[src/rtl/rv_mc_sequencer.sv]
// rv_mc_sequencer: loadable-microcode control sequencer for the multi-cycle RV32I datapath.
//
// Ports:
//   clk, rst          clock and synchronous active-high reset
//   opcode            instr[6:2], sampled only when leaving DECODE
//   bcond             ALU branch condition, sampled only in BRANCH_S
//   mem_ready         memory access completes this cycle (stalls FETCH/STORE_MEM/LOAD2)
//   uc_we/uc_addr/uc_data  microcode store write port (accepted in any state, even in reset)
//   ctrl              registered microword of the current state
//   state             current state code
//   trap              sticky illegal-opcode flag, cleared by rst
//   retire            one-cycle pulse when FETCH is re-entered from another state
//   instret           retired-instruction counter, wraps modulo 2^CNT_W
module rv_mc_sequencer #(
  parameter int unsigned UW    = 13,
  parameter int unsigned CNT_W = 32
) (
  input  logic             clk,
  input  logic             rst,
  input  logic [4:0]       opcode,
  input  logic             bcond,
  input  logic             mem_ready,
  input  logic             uc_we,
  input  logic [4:0]       uc_addr,
  input  logic [UW-1:0]    uc_data,
  output logic [UW-1:0]    ctrl,
  output logic [4:0]       state,
  output logic             trap,
  output logic             retire,
  output logic [CNT_W-1:0] instret
);

  typedef enum logic [4:0] {
    StFetch     = 5'd0,
    StDecode    = 5'd1,
    StBranch    = 5'd2,
    StBcond1    = 5'd3,
    StJalr      = 5'd4,
    StJalr2     = 5'd5,
    StJal       = 5'd6,
    StJal2      = 5'd7,
    StAlu2Pc    = 5'd8,
    StAuipc     = 5'd9,
    StWriteBack = 5'd10,
    StLui       = 5'd11,
    StStore     = 5'd12,
    StStoreMem  = 5'd13,
    StLoad      = 5'd14,
    StLoad2     = 5'd15,
    StLoadWrite = 5'd16,
    StIType     = 5'd17,
    StRType     = 5'd18,
    StTrap      = 5'd19
  } state_e;

  state_e             state_q, state_d, fsm_nxt;
  logic [UW-1:0]      ctrl_q, ctrl_d;
  logic               trap_q, trap_d;
  logic               retire_q, retire_d;
  logic [CNT_W-1:0]   instret_q, instret_d;

  // Not reset: software loads the store while rst is held.
  logic [UW-1:0]      ucode_mem [32];

  always_ff @(posedge clk) begin
    if (uc_we) begin
      ucode_mem[uc_addr] <= uc_data;
    end
  end

  // Pure next-state function, reset folded in below.
  always_comb begin
    fsm_nxt = StTrap;
    unique case (state_q)
      StFetch:     fsm_nxt = mem_ready ? StDecode : StFetch;
      StDecode: begin
        case (opcode)
          5'b11000: fsm_nxt = StBranch;
          5'b11001: fsm_nxt = StJalr;
          5'b11011: fsm_nxt = StJal;
          5'b00101: fsm_nxt = StAuipc;
          5'b01101: fsm_nxt = StLui;
          5'b01000: fsm_nxt = StStore;
          5'b00000: fsm_nxt = StLoad;
          5'b00100: fsm_nxt = StIType;
          5'b01100: fsm_nxt = StRType;
          default:  fsm_nxt = StTrap;
        endcase
      end
      StBranch:    fsm_nxt = bcond ? StBcond1 : StFetch;
      StBcond1:    fsm_nxt = StAlu2Pc;
      StJalr:      fsm_nxt = StJalr2;
      StJalr2:     fsm_nxt = StAlu2Pc;
      StJal:       fsm_nxt = StJal2;
      StJal2:      fsm_nxt = StAlu2Pc;
      StAlu2Pc:    fsm_nxt = StFetch;
      StAuipc:     fsm_nxt = StWriteBack;
      StLui:       fsm_nxt = StWriteBack;
      StIType:     fsm_nxt = StWriteBack;
      StRType:     fsm_nxt = StWriteBack;
      StWriteBack: fsm_nxt = StFetch;
      StStore:     fsm_nxt = StStoreMem;
      StStoreMem:  fsm_nxt = mem_ready ? StFetch : StStoreMem;
      StLoad:      fsm_nxt = StLoad2;
      StLoad2:     fsm_nxt = mem_ready ? StLoadWrite : StLoad2;
      StLoadWrite: fsm_nxt = StFetch;
      default:     fsm_nxt = StTrap;  // TRAP and unused codes 20-31
    endcase
  end

  always_comb begin
    state_d   = rst ? StFetch : fsm_nxt;
    // Read of the store sees the pre-write word when a write hits the same address.
    ctrl_d    = ucode_mem[state_d];
    retire_d  = !rst && (state_d == StFetch) && (state_q != StFetch);
    instret_d = rst ? '0 : instret_q + CNT_W'(retire_d);
    trap_d    = !rst && (trap_q || (state_d == StTrap));
  end

  always_ff @(posedge clk) begin
    state_q   <= state_d;
    ctrl_q    <= ctrl_d;
    retire_q  <= retire_d;
    instret_q <= instret_d;
    trap_q    <= trap_d;
  end

  assign state   = state_q;
  assign ctrl    = ctrl_q;
  assign trap    = trap_q;
  assign retire  = retire_q;
  assign instret = instret_q;

endmodule
[config.mk]
export PLATFORM = sky130hd
export DESIGN_NAME = rv_mc_sequencer
export DESIGN_NICKNAME = d
export VERILOG_FILES = /design/src/rtl/rv_mc_sequencer.sv
export SDC_FILE = /design/constraint.sdc
export NUM_CORES = 1
export LEC_CHECK = 0
export BUFFER_PORTS_ARGS = -buffer_cell sky130_fd_sc_hd__buf_2
export CAP_MARGIN = 20
export CORE_UTILIZATION = 55
export CTS_BUF_LIST = sky130_fd_sc_hd__clkbuf_4 sky130_fd_sc_hd__clkbuf_8 sky130_fd_sc_hd__clkbuf_16
export DETAILED_ROUTE_END_ITERATION = 6
export PLACE_DENSITY_LB_ADDON = 0.15
export SYNTH_ARGS = -nofsm -noshare
export SYNTH_HDL_FRONTEND = slang
export SYNTH_SLANG_ARGS = --single-unit
[constraint.sdc]
create_clock -name clk -period 11.4 [get_ports clk]
set_input_delay 1.71 -clock clk [delete_from_list [all_inputs] [get_ports clk]]
set_output_delay 1.71 -clock clk [all_outputs]
set_load 0.01 [all_outputs]
== After elaboration in Yosys (flattened, before gate mapping) ==
Memories as Yosys holds them, arrays and structs flattened. A register that Yosys moved wholly into a read port is not among the register bits.
Cells that the tools add are included.

* Add/subtract/negate cells: 1
* Eq/ne operators: 19
* Mux-type cells: 8
* Reduce and logical (&&, ||, !) cells: 11

{| class="wikitable"
|+ Operator list
! cell !! count
|-
| case mux 5 bit (12 select lines) || 1
|-
| equality test 5 x 4 -> 1 bit, second input constant || 8
|-
| adder 32 x 1 -> 32 bit || 1
|-
| equality test 5 x 3 -> 1 bit, second input constant || 4
|-
| equality test 5 bit, second input constant || 4
|-
| equality test 5 x 2 -> 1 bit, second input constant || 2
|-
| logical NOT 5 bit || 2
|-
| 2-to-1 mux 5 bit || 2
|-
| OR reduction 3 bit || 2
|-
| equality test 5 x 1 -> 1 bit, second input constant || 1
|-
| nonzero test 5 bit || 1
|-
| 2-to-1 mux 4 bit || 1
|-
| OR reduction 4 bit || 1
|-
| logical AND 1 bit || 3
|-
| 2-to-1 mux 1 bit || 3
|-
| 2-to-1 mux 2 bit || 1
|-
| logical NOT 1 bit || 1
|-
| logical OR 1 bit || 1
|}

* Bits in registers: 39
* RAM bits: 416
* ROM bits: 160
* Input port bits: 28
* Output and inout bits: 52
* Logic and storage cells: 45
* Memories: 2

{| class="wikitable"
|+ Memories
! name !! words !! width !! read ports !! clocked after memory_dff !! wr ports !! RTL line !! text
|-
| ucode_mem || 32 || 13 || 1 || 1 || 1 || 63 || <nowiki>logic [UW-1:0] ucode_mem [32];</nowiki>
|-
| (no name shown) || 32 || 5 || 1 || 0 || 0 || 77 || <nowiki>case (opcode)</nowiki>
|}

== Logic depth before layout (Yosys ltp) ==
Gate-level depths: netlist (run 1).

* Word-level depth: 8
* Depth in mapped cells: 17
* Gate-level depth less buffers: 15

== Least setup slack after synthesis (run 1) ==
No wires, ideal clock.

* Path kind: input to register
* From: in opcode[1]
* To: reg instret_q[29], in the netlist instret[29]
* Setup time: 0.070 ns
* Arrival: 4.788 ns
* Setup slack: 6.542 ns
* Stages on the path: 13
* Buffers on the path: 2
* Cells stage by stage: or3_1 > o21a_4 > nor2_1 > buf_4 > buf_2 > and3_1 > ha_1 > nand3_1 > nor4_1 > nor2b_1 > nand4_1 > or3_1 > a21oi_1

* Cells in the longest elaborated chain, start to end: 7

{| class="wikitable"
|+ Ends and longest elaborated chain
! what !! RTL line !! text
|-
| start, declared || 20 || <nowiki>input logic [4:0] opcode,</nowiki>
|-
| memory read (32 x 5 bit) || -- ||
|-
| case mux 5 bit (12 select lines) || 74 || <nowiki>unique case (state_q)</nowiki>
|-
| 2-to-1 mux 5 bit || 112 || <nowiki>state_d = rst ? StFetch : fsm_nxt;</nowiki>
|-
| logical NOT 5 bit || 115 || <nowiki>retire_d = !rst && (state_d == StFetch) && (state_q != StFetch);</nowiki>
|-
| logical AND 1 bit (2 in series) || 115 ||
|-
| via retire_d || 59 || <nowiki>logic retire_q, retire_d;</nowiki>
|-
| adder 32 x 1 -> 32 bit || 116 || <nowiki>instret_d = rst ? '0 : instret_q + CNT_W'(retire_d);</nowiki>
|-
| end signal, assigned || 124 || <nowiki>instret_q <= instret_d;</nowiki>
|-
| end, declared || 60 || <nowiki>logic [CNT_W-1:0] instret_q, instret_d;</nowiki>
|}

The timed path passes the listed nets, and every way through them passes these cells.
A chain may end at the register's enable or synchronous reset.

== Worst setup path after layout (run 1) ==
* From: in rst
* To: reg instret_q[29], in the netlist instret[29]

* Cells in the longest elaborated chain, start to end: 5

{| class="wikitable"
|+ Ends and longest elaborated chain
! what !! RTL line !! text
|-
| start, declared || 19 || <nowiki>input logic rst,</nowiki>
|-
| 2-to-1 mux 5 bit || 112 ||
|-
| logical NOT 5 bit || 115 ||
|-
| logical AND 1 bit (*) (2 in series) || 115 ||
|-
| via retire_d || 59 ||
|-
| adder 32 x 1 -> 32 bit (*) || 116 ||
|}

The timed path passes the listed nets; every way through them passes the cells marked *.

==> reports/results.ini, run 1 <==
[critical_path]
rrSetupSlack_ns = 7.01
critPathRequiredTime_ns = 11.89
path_class = in -> reg
critPathCaptureType = flip-flop
worst_setup_path_start_kind = primary input
crit_chain = buf_2 -> buf_4 -> a21o_1 -> a21oi_4 -> a2111oi_0 -> and3_1 -> ha_1 -> nand3_1 -> nor4_1 -> nor2b_1 -> nand4_1 -> or3_1 -> a21oi_1
worstPathArrival_ns = 5.48
r2r_cells = 13
max_stage_delay_ns = 0.65
cp_max_fo = 59
cp_slowest_cell = nor4_1

[synthesis]
ys_warn_count = 0
synth_adder_area_share = 0.00194
synth-simple-area-share = 0.121
ys_seq_area_frac = 0.694
ys_types = 77
synth_compound_area_frac = 0.119
synth_mux_area_frac = 0.0194
synth.cell_area_mm2 = 0.0129
syn_area_per_cell_um2 = 13.3
syn-num-nets = 1003
synth_top_family_by_area = simple AND/OR/NAND/NOR gates
synthXorXnorAreaFrac = 0.0156
synthArstFlopShare = 0
synth-edff-count = 264
synth_flop_cell = edfxtp_1
syn_inst = 973
synth_seq_cells = 316

[global_routing]
grt_max_degree = 60
track_usage = 0.261
grt_pass1_vias = 7862
grt_pass1_wl_mm = 46.5
overflow = 0
antenna_found_initial = 0

[clock_tree]
cts_hold_buf = 0
clk_pin_slew_ns = 0.06
cts.repair.resized = 0
clkLatencyLatePin_ns = 0.56
cts_inserted_buffers = 31
cts_setup_buffers = 0
root_buffer = clkbuf_16
cts.sinks = 316
cts_max_level = 1
clk_path_buf_depth = 3
cts_tree = built

[timing]
setup_viol = 0
hold_violations = 0
holdWs_ns = 0.477
post-route-min-period_ns = 5.00
fmax_mhz = 200
fin_setup_tns_ns = 0
period_share = 0.438
clock_skew_ns = 0.0156
relSlewSlack = 0.245
slew_viol_final = 0
tightest_slew_ns = 1.13
rsz0062_at_grt = false

[die]
core.rowCount = 55
core_area_mm2 = 0.0228
die_w_um = 155
io_pins = 80
chipHeight_um = 155
initial_utilization = 0.566
dieArea_mm2 = 0.0241

[pwr]
leakage_nw = 5.11
ir_worst_vdd_mv = 0.216
p_per_area_mw_per_mm2 = 235

[final_layout]
layout-drive-gt1-share = 0.180
area_growth_pct = 13.1
nets = 1079
final_cells = 1387
finalInstanceArea_mm2 = 0.0146
n_antenna_cell = 0

[routing]
antenna_left = 0
vias = 8391
dr.pass1.iters = 5
routed_wl_mm = 31.2
wl_per_cell_um = 22.5
viasPerCell = 6.05
drt_iter0_markers = 900
remaining_drc_errors = 0

[placed_design]
hpwl_mm = 17.9
place.detailed.instances = 1329
placed_cell_area_mm2 = 0.0135
routabilityCongestion = 0.799
portBuffers = 79

[outcome]
status = finished clean

[hold_path]
hold_path_class = reg -> reg
min_delay_path_depth = 2

[job]
cap_violations = 0

[cells by family (layout without fill, tap and decap cells)]
group | after synthesis | in the layout
fa+ha+maj | 2 | 2
mux | 25 | 25
xor+xnor | 23 | 23
simple gates | 330 | 330
compound gates | 208 | 208
flops | 316 | 316
buf+inv | 69 | 170
[cell usage after synthesis (all sizes together) (2+ instances only)]
cell	count	area share
xor2	11	0.0075
a21oi	41	0.018
or3b	3	0.0020
nor2b	9	0.0044
a31o	9	0.0061
nand2	122	0.036
buf	44	0.022
a221oi	14	0.0095
nand2b	4	0.0019
nor3	16	0.0062
and3	9	0.0044
ha	2	0.0019
nor4	5	0.0034
a221o	6	0.0046
or3	12	0.0058
a22oi	6	0.0035
a31oi	21	0.011
inv	16	0.0048
and2	2	0.0012
o221ai	9	0.0061
a21o	6	0.0035
mux2i	25	0.019
o211a	5	0.0039
a32oi	6	0.0046
xnor2	12	0.0081
nand3b	5	0.0029
a2111oi	2	0.0018
o31ai	5	0.0029
nand3	53	0.021
o21ai	48	0.020
nor2	77	0.024
a211oi	17	0.011
clkbuf	8	0.0024
dfxtp	52	0.081
edfxtp	264	0.61
a211o	4	0.0027
nand4	6	0.0029
[per-stage QoR]
stage          utilization  total power, mW  worst slack [ns]
2_1_floorplan            -             2.13              6.54
3_3_place_gp         0.593             2.40              5.92
3_5_place_dp         0.593             2.40              5.79
4_1_cts              0.639             3.44              6.38
5_1_grt              0.639             3.58              5.98
6_report             0.639             3.44              6.40
[worst paths after layout]
kind	from	endpoint
hold / removal	trap$_DFF_P_	trap$_DFF_P_
hold reg to reg	trap$_DFF_P_	trap$_DFF_P_
setup / recovery	rst	instret[29]$_SDFF_PP0_
setup reg to reg	state[4]$_DFF_P_	instret[29]$_SDFF_PP0_
[flip-flops by register name, indices dropped and copies added, names as in the netlist]
register and count:
instret 32, ctrl 13, ucode_mem 264, retire 1, trap 1, state 5
[per-layer routing]
| layer | part of all wire | global-route usage | vias to the layer above |
|---|---|---|---|
| met5 | 0 | 0 | - |
| met4 | 0.027 | 0.0850 | 0 |
| met3 | 0.077 | 0.0435 | 49 |
| met2 | 0.46 | 0.412 | 394 |
| met1 | 0.44 | 0.371 | 4113 |
| li1 | - | - | 3835 |
[critical path: cells and delay by family]
family	cells	cell delay, ns
AND/OR/NAND/NOR	6	1.98
AO/OA/AOI/OAI	4	0.99
buffers and inverters	2	0.60
adder cells (fa/ha/maj)	1	0.17
[placed cells by master, fill, tap and decap left out, drive strengths merged, types with 9 or more instances in the layout]
| master | instances |
|---|---|
| edfxtp | 264 |
| nand2 | 122 |
| buf | 95 |
| nor2 | 77 |
| nand3 | 53 |
| dfxtp | 52 |
| o21ai | 48 |
| a21oi | 41 |
| clkbuf | 40 |
| mux2i | 25 |
| a31oi | 21 |
| a211oi | 17 |
| inv | 17 |
| nor3 | 16 |
| a221oi | 14 |
| clkinv | 13 |
| or3 | 12 |
| xnor2 | 12 |
| xor2 | 11 |
| nor2b | 9 |
| o221ai | 9 |
| and3 | 9 |
| a31o | 9 |
[where the power goes]
group / internal, mW / switching [mW]
Clock: 0.628 / 0.418
Combinational: 0.339 / 0.718
Sequential: 1.30 / 0.0331
Total: 2.27 / 1.17
[final cells by class]
cell class	instances	area [um2]
inverter	17	66.3
timing repair buffer	95	515
clock buffer	40	875
tap	313	392
sequential	316	8970
multi-input combinational	588	3610
clock inverter	18	188
fill	1705	8240
(Power assumes the default switching activity.)
==> run 2, diff against run 1 <==
--- a/config.mk
+++ b/config.mk
@@ -7,7 +7,7 @@
 export LEC_CHECK = 0
 export BUFFER_PORTS_ARGS = -buffer_cell sky130_fd_sc_hd__buf_2
 export CAP_MARGIN = 20
-export CORE_UTILIZATION = 55
+export CORE_UTILIZATION = 53
 export CTS_BUF_LIST = sky130_fd_sc_hd__clkbuf_4 sky130_fd_sc_hd__clkbuf_8 sky130_fd_sc_hd__clkbuf_16
 export DETAILED_ROUTE_END_ITERATION = 6
 export PLACE_DENSITY_LB_ADDON = 0.15
==> constraint.sdc (replaced) <==
create_clock -name clk -period 4.45 [get_ports clk]
set_input_delay 0.6675 -clock clk [delete_from_list [all_inputs] [get_ports clk]]
set_output_delay 0.6675 -clock clk [all_outputs]
set_load 0.01 [all_outputs]
==> run 2 against run 1 <==
Net effect: sequential share of layout area down 0.66 points; clock-buffer cell count up 7; clock power rose to 2.7 times the previous value; sequential power rose to 2.6 times the previous value; wire length up 0.22%; clock skew up 0.0012 ns; global-route usage down 0.41 points; hold slack about the same; final cell count up 1.6%; first-iteration DRC count up 6.7%; critical endpoint unchanged.
==> reports/results.ini, run 2 (synthesis results as in run 1) <==
[clock_tree]
clkLatencyLatePin_ns = 0.51
cts_hold_buf = 0
clk_path_buf_depth = 3
root_buffer = clkbuf_16
cts_inserted_buffers = 34
cts_max_level = 2
clk_pin_slew_ns = 0.06
cts.sinks = 316
cts_tree = built

[hold_path]
hold_path_class = reg -> reg
min_to = trap$_DFF_P_
min_delay_path_depth = 2
worstHoldStart = trap$_DFF_P_

[routing]
vias = 8522
antenna_left = 0
routed_wl_mm = 31.2
drt_iter0_markers = 960
wl_per_cell_um = 22.2
viasPerCell = 6.05
dr.pass1.iters = 5
remaining_drc_errors = 0

[critical_path]
r2r_cells = 14
r2r_end = instret[29]$_SDFF_PP0_
path_class = reg -> reg
critPathCaptureType = flip-flop
critPathRequiredTime_ns = 4.88
rrSetupSlack_ns = 0.47
rr_startpoint = state[2]$_DFF_P_
worstPathArrival_ns = 4.41
cp_max_fo = 15
worst_setup_path_start_kind = flip-flop

[final_layout]
final_common_cell = edfxtp_1
fin_util = 0.624
finalInstanceArea_mm2 = 0.0148
final_cells = 1409
layout-drive-gt1-share = 0.188
n_antenna_cell = 0
largest_reg_flops = 264
top_register = ucode_mem
layout_common_cells = edfxtp_1, nand2_1, buf_2
nets = 1096
area_growth_pct = 14.3

[placed_design]
pre_cts_slack_ns = 0.351
routabilityCongestion = 0.795
hpwl_mm = 18.9
place.detailed.instances = 1349
portBuffers = 79
placed_cell_area_mm2 = 0.0137

[timing]
period_share = 0.894
clock_skew_ns = 0.0169
tightest_slew_ns = 1.06
post-route-min-period_ns = 3.98
relSlewSlack = 0.296
fin_setup_tns_ns = 0
slew_viol_final = 0
rsz0062_at_grt = false
holdWs_ns = 0.478
fmax_mhz = 251
fin_ws_ns = 0.470
setup_viol = 0
hold_violations = 0

[pwr]
ir_worst_vdd_mv = 0.480
p_per_area_mw_per_mm2 = 610
leakage_nw = 5.21
power_mw = 9.00

[die]
chipHeight_um = 158
die_w_um = 158
io_pins = 80
core_area_mm2 = 0.0237
core.rowCount = 56
initial_utilization = 0.546
dieArea_mm2 = 0.0250

[global_routing]
overflow = 0
antenna_found_initial = 0
grt_max_degree = 58
track_usage = 0.257
grt_pass1_vias = 7912
grt_pass1_wl_mm = 47.0

[outcome]
status = finished clean

[job]
cap_violations = 0

## run 2: metal layers
metal | share of wire | track usage | vias to the layer above
li1 | - | - | 3866
met1 | 0.42 | 0.357 | 4254
met2 | 0.47 | 0.407 | 355
met3 | 0.081 | 0.0512 | 47
met4 | 0.025 | 0.0783 | 0
met5 | 0 | 0 | -
## run 2: repair_timing
action | CTS | global route
setup endpoints to repair | 0 | 2
setup buffers | 0 | 0
hold endpoints to repair | 0 | 0
gates resized for setup | 0 | 1
## run 2: worst max-delay path by stage
stage	from	end	slack (ns)	cells after the start
after global routing	state[2]$_DFF_P_	instret[31]$_SDFF_PP0_	0.08	15
after floorplan	opcode[1]	instret[29]$_SDFF_PP0_	0.63	13
after detailed placement	state[4]$_DFF_P_	instret[31]$_SDFF_PP0_	0.35	15
after global placement	state[4]$_DFF_P_	instret[31]$_SDFF_PP0_	0.46	15
final	state[2]$_DFF_P_	instret[29]$_SDFF_PP0_	0.47	14
after CTS	state[4]$_DFF_P_	instret[29]$_SDFF_PP0_	0.32	14
## run 2: final cells by class
cell class	count	area [um2]
clock buffers	47	972
clock inverters	13	140
fillers	1851	8910
inverters	17	66.3
multi-input cells	588	3590
flip-flops and latches	316	8970
well taps	319	399
repair buffers	109	633
## run 2: critical path, cell delays in order, from the launching register on
cell and delay, ns:
dfxtp_1 0.62, or4b_4 0.27, nand2b_1 0.13, a2bb2oi_2 0.35, a21oi_4 0.10, a2111oi_0 0.31
and3_1 0.24, ha_1 0.17, nand3_1 0.19, nor4_1 0.34, buf_4 0.19, nor2b_1 0.23
nand4_1 0.23, or3_1 0.37, a21oi_1 0.15
## run 2: power by group
part | switching [mW] | leakage [nW] | internal [mW]
Clock | 1.08 | 0.558 | 1.70
Combinational | 1.87 | 1.85 | 0.929
Sequential | 0.0851 | 2.80 | 3.33
Total | 3.04 | 5.21 | 5.96
